`src/rtl/pll_lock_monitor.sv`:
```
// PLL lock qualifier: synchronizes LOCKED, qualifies stability, pulses PLL reset on timeout.
// Optional loss-of-lock event counter enabled by LOCK_LOSS_CNT_EN.
module pll_lock_monitor #(
  parameter int unsigned STABLE_CYCLES  = 256,
  parameter int unsigned LOCK_TIMEOUT   = 4096,
  parameter int unsigned PLL_RST_CYCLES = 16
) (
  input  logic       LS_CLK,
  input  logic       RST,
  input  logic       lock,
  output logic       pll_rst,
  output logic       core_rst,
  output logic       ready,
`ifdef LOCK_LOSS_CNT_EN
  output logic [2:0] state,
  output logic [7:0] loss_cnt
`else
  output logic [2:0] state
`endif
);

  typedef enum logic [2:0] {
    IDLE      = 3'd0,
    WAIT_LOCK = 3'd1,
    STABLE    = 3'd2,
    RUN       = 3'd3,
    LOST      = 3'd4,
    PLL_RST   = 3'd5
  } state_t;

  localparam logic [15:0] STABLE_LAST = 16'(STABLE_CYCLES - 1);
  localparam logic [15:0] TIMEOUT_LAST = 16'(LOCK_TIMEOUT - 1);
  localparam logic [15:0] RST_LAST = 16'(PLL_RST_CYCLES - 1);

  state_t      state_q, state_d;
  logic [15:0] cnt_q, cnt_d;
  logic        sync1, lock_s;

  always_ff @(posedge LS_CLK) begin
    if (RST) begin
      sync1   <= 1'b0;
      lock_s  <= 1'b0;
      state_q <= IDLE;
      cnt_q   <= '0;
    end else begin
      sync1   <= lock;
      lock_s  <= sync1;
      state_q <= state_d;
      cnt_q   <= cnt_d;
    end
  end

  always_comb begin
    state_d = state_q;
    cnt_d   = cnt_q;
    case (state_q)
      IDLE: begin
        state_d = WAIT_LOCK;
        cnt_d   = '0;
      end
      WAIT_LOCK: begin
        if (lock_s) begin
          state_d = STABLE;
          cnt_d   = '0;
        end else if (cnt_q == TIMEOUT_LAST) begin
          state_d = PLL_RST;
          cnt_d   = '0;
        end else begin
          cnt_d = cnt_q + 16'd1;
        end
      end
      STABLE: begin
        if (!lock_s) begin
          state_d = WAIT_LOCK;
          cnt_d   = '0;
        end else if (cnt_q == STABLE_LAST) begin
          state_d = RUN;
        end else begin
          cnt_d = cnt_q + 16'd1;
        end
      end
      RUN: begin
        if (!lock_s) state_d = LOST;
      end
      LOST: begin
        state_d = WAIT_LOCK;
        cnt_d   = '0;
      end
      PLL_RST: begin
        if (cnt_q == RST_LAST) begin
          state_d = WAIT_LOCK;
          cnt_d   = '0;
        end else begin
          cnt_d = cnt_q + 16'd1;
        end
      end
      default: begin
        state_d = IDLE;
        cnt_d   = '0;
      end
    endcase
  end

  assign pll_rst  = (state_q == PLL_RST);
  assign ready    = (state_q == RUN);
  assign core_rst = !(state_q == RUN);
  assign state    = state_q;

`ifdef LOCK_LOSS_CNT_EN
  // LOST is only ever entered from RUN on a dropped lock_s
  always_ff @(posedge LS_CLK) begin
    if (RST) begin
      loss_cnt <= '0;
    end else if (state_q == RUN && !lock_s && loss_cnt != 8'hff) begin
      loss_cnt <= loss_cnt + 8'd1;
    end
  end
`endif

endmodule

```
`config.mk`:
```
export PLATFORM = sky130hd
export DESIGN_NAME = pll_lock_monitor
export DESIGN_NICKNAME = d
export VERILOG_FILES = /design/src/rtl/pll_lock_monitor.sv
export SDC_FILE = /design/constraint.sdc
export NUM_CORES = 1
export LEC_CHECK = 0
export BUFFER_PORTS_ARGS = -buffer_cell sky130_fd_sc_hd__buf_4
export CELL_PAD_IN_SITES_DETAIL_PLACEMENT = 1
export CELL_PAD_IN_SITES_GLOBAL_PLACEMENT = 2
export CORE_MARGIN = 2
export CORE_UTILIZATION = 35
export CTS_CLUSTER_SIZE = 12
export DETAILED_ROUTE_END_ITERATION = 10
export PLACE_DENSITY_LB_ADDON = 0.1
export SETUP_SLACK_MARGIN = 0.05
export SYNTH_ARGS = -nofsm -noshare
export SYNTH_HDL_FRONTEND = slang
export SYNTH_SLANG_ARGS = --single-unit
```
`constraint.sdc`:
```
create_clock -name LS_CLK -period 1.92 [get_ports LS_CLK]
set_input_delay 0.096 -clock LS_CLK [delete_from_list [all_inputs] [get_ports LS_CLK]]
set_output_delay 0.096 -clock LS_CLK [all_outputs]
set_load 0.02 [all_outputs]
```
==> impl_summary.log <==
INFO  metric min-delay-path-class = reg2reg
INFO  metric tritoncts_clock_tree = built
INFO  metric drt_first_iter_violations = 42
INFO  metric worst_r2r_endpoint = cnt_q[14]$_SDFFE_PP0P_
INFO  metric cts.repair_timing.setup_buffer_count = 0
INFO  metric cts_max_path_buffers = 2
INFO  metric die_h = 58.5 µm
INFO  metric period_minus_slack = 1.73 ns
INFO  metric route.antenna.remaining_nets = 0
INFO  metric count_of_port_buffers_added_during_placement = 8
INFO  metric ys.flop_type = sky130_fd_sc_hd__dfxtp_1
INFO  metric cts.sinks = 21
INFO  metric finalWirelength = between 2000 and 3000 µm
INFO  metric clk_transition_reported_paths = 0.12 ns
INFO  metric avgRoutedWirePerCell = 15.4 µm
INFO  metric max_clock_freq = a little under 600 MHz
INFO  metric syn2layout_area_growth = 18.1%
INFO  metric critPathCaptureType = flip-flop
INFO  metric vdd.ir_drop.worst = slightly below 400 µV
INFO  metric setup-violations-final = 0
INFO  metric run_status = completed
INFO  metric timing.rr.start = cnt_q[4]$_SDFFE_PP0P_
INFO  metric synth_sequential_area_ratio = 40.4%
INFO  metric cts_root_buf = sky130_fd_sc_hd__clkbuf_4
INFO  metric detailroute.via_count = 889
INFO  metric path_class = reg2reg
INFO  metric postSynthNetCount = between 100 and 150
INFO  metric antenna_found_initial = 0
INFO  metric viasPerCell = between 5 and 6
INFO  metric power_density_over_the_cells = a little over 600 nW/µm²
INFO  metric grt.total_usage = approximately 16%
INFO  metric worst_clock_skew = around 0.0011 ns
INFO  metric design.core.area = around 2800 µm²
INFO  metric min_period_over_period = between 80% and 90%
INFO  metric synth.cell_area = a little over 1000 µm²
INFO  metric post_route_cell_area = approximately 1200 µm²
INFO  metric grt_max_degree = 17
INFO  metric synth_cell_type_count = 37
INFO  metric power.switching = 0.188 mW
INFO  metric cell_internal_pwr = 0.559 mW
INFO  metric fin_nets = roughly 140
INFO  metric power.switching_fraction = between 20% and 30%
INFO  metric synth-seq-cells = 21
INFO  metric placed_area = around 1200 µm²
INFO  metric yosys_warnings = 0
INFO  metric tightest_pin_transition = between 0.4 and 0.5 ns
INFO  metric cap_viol_max_count = 0
INFO  metric clockPowerShare = 29.3%
INFO  metric p_comb_share = approximately a tenth
INFO  metric most-common-layout-cells = sky130_fd_sc_hd__nor2_1 (22), sky130_fd_sc_hd__dfxtp_1 (21), sky130_fd_sc_hd__xor2_1 (14)
INFO  metric worst-r2r-setup-slack = between 0.15 and 0.2 ns
INFO  metric gp_routability_congestion = 0.709
INFO  metric drt-pass1-iter-count = 4
INFO  metric worst_slew_margin_rel = between 60 and 70%
INFO  metric setup_total_negative_slack = 0 ns
INFO  metric post_synth_inst_count = between 100 and 150
INFO  metric grt_pass1_vias = a little over 900
INFO  metric leakagePower = approximately 0.47 nW
INFO  metric critical_path.max_fanout = 8
INFO  metric grt_setup_unrepaired = false
INFO  metric timing_max_transition_violations_final = 0
INFO  metric synth_async_sr_flop_share = 0%
INFO  metric cts_made_buffers = 3
INFO  metric cp_data_arrival_time = between 1.5 and 2 ns
INFO  metric clkLatencyLatePin = about 0.31 ns
INFO  metric detailed_route_drc_error_count = 0
INFO  metric start_util = a little under two fifths
INFO  metric globalRouteOverflowTotal = 0
INFO  metric mostFrequentLayoutCell = sky130_fd_sc_hd__nor2_1
INFO  metric hold_viol_final = 0
INFO  metric synth_enable_flop_cells = 0
INFO  metric layout_cells_sized_above_1 = 20.9%
INFO  metric required = 2.13 ns
INFO  metric rows = 19
INFO  metric num_io_pins = 9
INFO  metric avgSynthCellArea = 8.89 µm²
INFO  metric worst_setup_path_start_kind = flip-flop
INFO  metric worst-r2r-cell-count = 4
INFO  metric dieArea = 3420 µm²
INFO  metric grt_pass1_wl = between 4000 and 5000 µm
INFO  metric die_width = between 50 and 60 µm
INFO  metric hpwlAfterDp = roughly 1800 µm
INFO  metric cp_launch_point = cnt_q[4]$_SDFFE_PP0P_
INFO  metric seq_power_share = about three fifths
INFO  metric antenna_cells = 0
INFO  metric cts-htree-levels = 1
INFO  metric critical_path.endpoint = cnt_q[14]$_SDFFE_PP0P_
-- synthesized netlist by cell type (2+ instances only) --
| master | instances | area share (%) |
|---|---|---|
| sky130_fd_sc_hd__nand2_1 | 6 | 2.2 |
| sky130_fd_sc_hd__nor4_1 | 2 | 1.2 |
| sky130_fd_sc_hd__nand4_1 | 3 | 1.8 |
| sky130_fd_sc_hd__nand3_1 | 6 | 2.9 |
| sky130_fd_sc_hd__dfxtp_1 | 21 | 40 |
| sky130_fd_sc_hd__o21ai_0 | 5 | 2.4 |
| sky130_fd_sc_hd__nor2_1 | 22 | 7.9 |
| sky130_fd_sc_hd__nor2b_1 | 4 | 2.4 |
| sky130_fd_sc_hd__a21oi_1 | 2 | 0.96 |
| sky130_fd_sc_hd__nor3_1 | 3 | 1.4 |
| sky130_fd_sc_hd__o211ai_1 | 3 | 2.2 |
| sky130_fd_sc_hd__xor2_1 | 14 | 12 |
| sky130_fd_sc_hd__buf_2 | 2 | 0.96 |
-- how the worst min path moves through the flow --
stage | cells after the start | slack, ns | endpoint | start
2_1_floorplan | 1 | 0.17 | state[2]$_SDFFE_PP0P_ | RST
3_3_place_gp | 2 | 0.32 | state[1]$_SDFFE_PP0P_ | RST
3_5_place_dp | 2 | 0.32 | sync1$_SDFF_PP0_ | lock
4_1_cts | 1 | 0.46 | lock_s$_SDFF_PP0_ | sync1$_SDFF_PP0_
5_1_grt | 1 | 0.48 | lock_s$_SDFF_PP0_ | sync1$_SDFF_PP0_
6_report | 1 | 0.46 | lock_s$_SDFF_PP0_ | sync1$_SDFF_PP0_
-- power groups by stage --
stage | clock network (mW) | registers, mW | logic, mW
3_3_place_gp | 0 | 0.462 | 0.0630
6_report | 0.219 | 0.453 | 0.0747
4_1_cts | 0.227 | 0.453 | 0.0680
2_1_floorplan | 0 | 0.466 | 0.0392
5_1_grt | 0.242 | 0.455 | 0.0825
3_5_place_dp | 0 | 0.463 | 0.0645
-- state kept, by name, summed over array words and instances (netlist names) --
| register | cells |
|---|---|
| cnt_q | 16 |
| lock_s | 1 |
| state | 3 |
| sync1 | 1 |
-- cell type report --
cell class | instances | area [µm²]
clock buffers | 4 | 26.3
repair buffers | 15 | 118
inverters | 2 | 7.51
flip-flops and latches | 21 | 420
multi-input cells | 92 | 617
fillers | 324 | 1550
well taps | 31 | 38.8
-- routing by layer --
layer / GRT usage [%] / wire length, µm / up-vias
met5: 0 / 0 / -
met4: 6.98 / 35 / 0
met3: 1.98 / 44 / 4
met2: 26.0 / 1250 / 8
met1: 20.5 / 1220 / 433
li1: - / - / 444
-- kinds of logic after synthesis --
| family | count (synthesis) | synth area share, % |
|---|---|---|
| AO/OA/AOI/OAI | 17 | 13.4 |
| XOR/XNOR | 15 | 12.6 |
| adder cells (fa/ha/maj) | 1 | 1.20 |
| buffers and inverters | 5 | 2.77 |
| flip-flops | 21 | 40.4 |
| multiplexers | 1 | 0.963 |
| AND/OR/NAND/NOR | 57 | 28.6 |
-- worst max-delay path, cell delays in order (launching register included) --
cell	delay, ns
sky130_fd_sc_hd__dfxtp_1	0.39
sky130_fd_sc_hd__or4_1	0.61
sky130_fd_sc_hd__o31ai_4	0.28
sky130_fd_sc_hd__a31o_4	0.28
sky130_fd_sc_hd__nor2_1	0.07
-- per-stage QoR --
stage	util [%]	power [mW]	worst slack, ns	std cells	hold WS, ns
CTS	43.2	0.748	0.0634	164	0.462
global placement	41.5	0.525	0.155	158	0.320
floorplan	-	0.505	0.103	117	0.165
finish	44.1	0.747	0.192	165	0.458
global route	44.1	0.780	0.0648	165	0.475
detailed placement	41.5	0.527	0.0803	158	0.322
-- timing repair --
action | 4_1_cts | 5_1_grt
hold buffers | 2 | 0
resized for setup | 0 | 3
endpoints found under the setup margin | 0 | 16
hold endpoints to repair | 5 | 0
(Power assumes the default switching activity.)
